[config.mk]
export PLATFORM = sky130hd
export DESIGN_NAME = pixel_line_feeder
export DESIGN_NICKNAME = d
export VERILOG_FILES = /design/src/rtl/pixel_line_feeder.sv
export SDC_FILE = /design/constraint.sdc
export NUM_CORES = 1
export LEC_CHECK = 0
export ABC_AREA = 1
export BUFFER_PORTS_ARGS = -buffer_cell sky130_fd_sc_hd__buf_2
export CAP_MARGIN = 20
export CORE_MARGIN = 1
export CORE_UTILIZATION = 45
export DETAILED_ROUTE_END_ITERATION = 16
export PLACE_DENSITY_LB_ADDON = 0.05
export SYNTH_ARGS = -nofsm -noshare
export SYNTH_HDL_FRONTEND = slang
export SYNTH_SLANG_ARGS = --single-unit
[constraint.sdc]
create_clock -name clk -period 2.1 [get_ports clk]
set_input_delay 0.315 -clock clk [delete_from_list [all_inputs] [get_ports clk]]
set_output_delay 0.315 -clock clk [all_outputs]
set_load 0.005 [all_outputs]
[src/rtl/pixel_line_feeder.sv]
// Streams an 8-bit frame from synchronous memory to the image core.
// Primes a few lines, then sends one line per request edge and pads with zero lines.
module pixel_line_feeder #(
  parameter int IMG_WIDTH   = 512,
  parameter int IMG_HEIGHT  = 512,
  parameter int PRIME_LINES = 4,
  parameter int PAD_LINES   = 2,
  parameter int ADDR_W      = 18
) (
  input  logic              clk,
  input  logic              rst,
  input  logic              start,
  output logic              mem_rd_en,
  output logic [ADDR_W-1:0] mem_addr,
  input  logic [7:0]        mem_rdata,
  input  logic              pixel_request,
  output logic              pixel_valid,
  output logic [7:0]        pixel_input,
  output logic              busy,
  output logic              done,
  output logic              req_overrun
);

  localparam int CNT_W = $clog2(PRIME_LINES * IMG_WIDTH + 1);
  localparam int LN_W  = $clog2(IMG_HEIGHT + 1);
  localparam int PD_W  = $clog2(PAD_LINES + 2);

  localparam logic [CNT_W-1:0] PRIME_LAST =
    CNT_W'(PRIME_LINES * IMG_WIDTH - 1);
  localparam logic [CNT_W-1:0] LINE_LAST = CNT_W'(IMG_WIDTH - 1);
  localparam logic [CNT_W-1:0] DRAIN_LAST = CNT_W'(1);
  localparam logic [LN_W-1:0]  N_LINES = LN_W'(IMG_HEIGHT);
  localparam logic [LN_W-1:0]  N_PRIME = LN_W'(PRIME_LINES);
  localparam logic [PD_W-1:0]  N_PADS = PD_W'(PAD_LINES);

  typedef enum logic [2:0] {
    S_IDLE,
    S_PRIME,
    S_WAIT,
    S_LINE,
    S_PAD,
    S_DRAIN,
    S_DONE
  } state_t;

  state_t           state;
  logic             req_q;
  logic             pending;
  logic             pad_stb;
  logic             s1;
  logic             z1;
  logic [CNT_W-1:0] cnt;
  logic [LN_W-1:0]  lines_sent;
  logic [PD_W-1:0]  pads;

  logic req_edge;
  logic active;
  logic take;

  assign req_edge = pixel_request & ~req_q;
  assign active = (state != S_IDLE) && (state != S_DONE);
  assign take = (state == S_WAIT) && (pads != N_PADS)
             && (pending || req_edge);

  always_ff @(posedge clk or negedge rst) begin
    if (!rst) begin
      state       <= S_IDLE;
      req_q       <= 1'b0;
      pending     <= 1'b0;
      pad_stb     <= 1'b0;
      s1          <= 1'b0;
      z1          <= 1'b0;
      cnt         <= '0;
      lines_sent  <= '0;
      pads        <= '0;
      mem_rd_en   <= 1'b0;
      mem_addr    <= '0;
      pixel_valid <= 1'b0;
      pixel_input <= 8'd0;
      busy        <= 1'b0;
      done        <= 1'b0;
      req_overrun <= 1'b0;
    end else begin
      req_q       <= pixel_request;
      s1          <= mem_rd_en | pad_stb;
      z1          <= pad_stb;
      pixel_valid <= s1;
      pixel_input <= (s1 && !z1) ? mem_rdata : 8'd0;

      // A consumed request with a fresh edge keeps the edge queued.
      if (take) begin
        pending <= pending & req_edge;
      end else if (active && req_edge) begin
        if (pending) req_overrun <= 1'b1;
        else pending <= 1'b1;
      end

      unique case (state)
        S_IDLE, S_DONE: begin
          if (start) begin
            state       <= S_PRIME;
            busy        <= 1'b1;
            done        <= 1'b0;
            mem_rd_en   <= 1'b1;
            mem_addr    <= '0;
            cnt         <= '0;
            lines_sent  <= '0;
            pads        <= '0;
            pending     <= 1'b0;
            req_overrun <= 1'b0;
          end
        end
        S_PRIME: begin
          mem_addr <= mem_addr + 1'b1;
          if (cnt == PRIME_LAST) begin
            mem_rd_en  <= 1'b0;
            cnt        <= '0;
            lines_sent <= N_PRIME;
            state      <= S_WAIT;
          end else begin
            cnt <= cnt + 1'b1;
          end
        end
        S_WAIT: begin
          cnt <= '0;
          if (pads == N_PADS) begin
            state <= S_DRAIN;
          end else if (pending || req_edge) begin
            if (lines_sent < N_LINES) begin
              state     <= S_LINE;
              mem_rd_en <= 1'b1;
            end else begin
              state   <= S_PAD;
              pad_stb <= 1'b1;
            end
          end
        end
        S_LINE: begin
          mem_addr <= mem_addr + 1'b1;
          if (cnt == LINE_LAST) begin
            mem_rd_en  <= 1'b0;
            cnt        <= '0;
            lines_sent <= lines_sent + 1'b1;
            state      <= S_WAIT;
          end else begin
            cnt <= cnt + 1'b1;
          end
        end
        S_PAD: begin
          if (cnt == LINE_LAST) begin
            pad_stb <= 1'b0;
            cnt     <= '0;
            pads    <= pads + 1'b1;
            state   <= S_WAIT;
          end else begin
            cnt <= cnt + 1'b1;
          end
        end
        S_DRAIN: begin
          if (cnt == DRAIN_LAST) begin
            state <= S_DONE;
            done  <= 1'b1;
            busy  <= 1'b0;
            cnt   <= '0;
          end else begin
            cnt <= cnt + 1'b1;
          end
        end
        default: state <= S_IDLE;
      endcase
    end
  end

endmodule

==> results.yml <==
run_status:
  outcome: "complete, no violations"
finish:
  fill_cells: 723
  finalNonFillerCells: 630
  area_delta_synth_final_pct: 16.9
  num-nets-final: 544
  num_antenna_cells: 0
  drive_gt1_share_pct: 15.4
route:
  vias: 3206
  drt-total-wl_um: 8070
  wl_met1_um: 4100
  detail-route-antenna-nets: 0
  drc: 0
  vias_per_cell: 5.09
  wl_met2_um: 3440
  first_iter_violations: 160
  wl_met3_um: 339
  routedWlPerCell_um: 12.8
  drt_first_pass_iters: 7
  dr.max_layer_used: "met4"
setup_path:
  path_max_fanout: 9
  crit_arrival_ns: 2.16
  cp.required_ns: 2.37
  crit_path_start_kind: "flip-flop"
  path_common_cell: "nand2_1"
  slowest_stage: "dfrtp_1"
  path_class: "flip-flop to flip-flop"
  cpPeakStageDelay_ns: 0.41
  worstPathCellList: "ha_2, nand2_1, nor2_4, nand3_1, nand2_1, nand2_1, nor2_2, buf_4, nand3_1, nand2_1"
  crit_path_end_kind: "flip-flop"
die:
  dieHeight_um: 90.0
  ios: 43
  core_region_area_mm2: 0.00737
  die_area_mm2: 0.00809
  die_w_um: 90.0
  start_util_pct: 47.2
  rows: 31
sta:
  worst_clock_skew_ns: 0.0147
  max_freq_mhz: 532
  worst_pin_slew_ns: 0.536
  rsz0062_at_grt: "false"
  timing.hold.ws_ns: 0.115
  drv_slew: 0
  finalSetupViolations: 0
  slew_headroom_pct: 64.3
  timing.final.ws_setup_ns: 0.219
  period_share_pct: 89.6
  hold_viol_final: 0
  setup_tns_ns: 0
  fin_crit_ns: 1.88
placement:
  io_buffers: 42
  gp_congestion: 0.874
  dpl.hpwl_um: 5870
  dp_cells: 614
  pre_cts_ws_ns: 0.204
pwr:
  power_density_mw_per_mm2: 1140
  p_leak_nw: 2.02
  ir_drop_mv: 0.573
cts:
  cts_tree: "yes"
  cts-root-buf: "clkbuf_8"
  cts.clk_slew.worst_paths_ns: 0.07
  clkLatencyLatePin_ns: 0.35
  cts.sinks: 63
  cts_buffer_depth: 2
  cts_setup_buffers: 0
  cts_made_buffers: 9
  ctsHtreeMaxLevel: 3
synth:
  synth_nets: 489
  yosysUniqueCellTypes: 29
  yosys_warnings: 0
  yosysSeqAreaShare_pct: 45.3
  synth_cells: 472
  ys_ff_latch: 63
  syn_area_mm2: 0.00348
  syn_area_per_cell_um2: 7.38
grt:
  grt_overflow: 0
  grt_max_degree: 42
  grt_pass1_wl_um: 14100
  grt_pass1_vias: 3070
  grtUsageTotal_pct: 21.8
  antenna_found_initial: 0
worst_hold_path:
  hp-class: "input port to flip-flop"
job:
  max-cap-violations: 0
## flip-flops by register name, summed over array words and instances, names as in the netlist, 2 cells and up
name / cells
cnt: 12
mem_addr: 18
state: 3
lines_sent: 10
pixel_input: 8
pads: 2
## area by class of cell
| cell class | count | area (µm²) | share of cell area, % |
|---|---|---|---|
| multi-input combinational | 350 | 1680 | 41.3 |
| tap | 99 | 124 | 3.04 |
| timing repair buffer | 48 | 270 | 6.64 |
| inverter | 55 | 206 | 5.07 |
| clock inverter | 4 | 70.1 | 1.72 |
| sequential | 63 | 1580 | 38.7 |
| clock buffer | 11 | 141 | 3.47 |
## per-layer routing
layer | global-route usage [%] | vias to the layer above
met4 | 10.1 | 0
li1 | - | 1625
met1 | 30.6 | 1467
met3 | 3.64 | 14
met5 | 0 | -
met2 | 33.0 | 100
## cells in the mapped netlist (all sizes together)
library cell	count	area [µm²]
o22ai	3	18.8
o21ai	28	140
clkbuf	1	3.75
a211oi	1	7.51
a21oi	6	30.0
nand4	7	43.8
o211ai	6	45.0
nor3	12	60.1
a31oi	1	6.26
o21bai	1	7.51
dfrtp	63	1580
o31ai	3	22.5
mux2i	1	10.0
inv	55	206
xnor2	1	8.76
nand2	151	584
xor2	17	149
nand3	38	190
ha	5	62.6
buf	3	20.0
or2	2	12.5
nor2	67	277
## where the power goes
| group | switching (mW) | total [mW] | internal (mW) |
|---|---|---|---|
| registers | 0.314 | 1.77 | 1.46 |
| clock network | 0.464 | 1.16 | 0.691 |
| logic | 1.11 | 1.69 | 0.579 |
## cells in the final DEF (no fill, tap or decap), types with 5 or more instances in the layout
cell type / synthesis / final
a21oi_1: 6 / 6
buf_2: 1 / 42
clkbuf_8: 0 / 10
dfrtp_1: 63 / 63
inv_1: 50 / 50
inv_2: 5 / 5
nand2_1: 146 / 146
nand3_1: 38 / 38
nand4_1: 7 / 7
nor2_1: 59 / 59
nor2_2: 7 / 6
nor3_1: 12 / 12
o211ai_1: 6 / 6
o21ai_0: 25 / 25
xor2_1: 17 / 17
## critical path: cells and delay by family, from the launching register on
kind                     cells  cell delay, ns
adder cells (fa/ha/maj)      1            0.24
buffers and inverters        1            0.20
flip-flops                   1            0.41
AND/OR/NAND/NOR              8            0.97
## stage by stage
step	power, mW	utilization [%]	instance area (µm²)
floorplan	2.88	-	3480
global placement	3.44	52.1	3840
detailed placement	3.47	52.1	3840
CTS	4.65	55.1	4060
global route	5.00	55.2	4070
finish	4.62	55.2	4070
## worst paths after layout
| kind | startpoint | end | slack (ns) | cells after the start |
|---|---|---|---|---|
| setup / recovery | cnt[0] | lines_sent[6] | 0.22 | 10 |
| hold / removal | pixel_request | req_q | 0.12 | 1 |
| setup reg to reg | cnt[0] | lines_sent[6] | 0.22 | 10 |
| hold reg to reg | s1 | pixel_valid | 0.38 | 0 |
| max in group asynchronous | rst | state[2] | 1.00 | 3 |
| min in group asynchronous | rst | cnt[2] | 0.49 | 2 |
## kinds of logic (layout without fill, tap and decap cells)
kind of cell	after synthesis	in the layout	share of synthesized area, %
simple gates	277	277	33.5
fa+ha+maj	5	5	1.80
buf+inv	59	118	6.61
mux	1	1	0.287
flops	63	63	45.3
xor+xnor	18	18	4.53
compound gates	49	49	7.98
## what timing repair did
item                                    4_1_cts  5_1_grt
resized for setup                             0        2
hold buffers                                  1        0
hold endpoints to repair                     22        0
endpoints found under the setup margin        0       12
No activity file was read; power rests on OpenSTA's default activity.
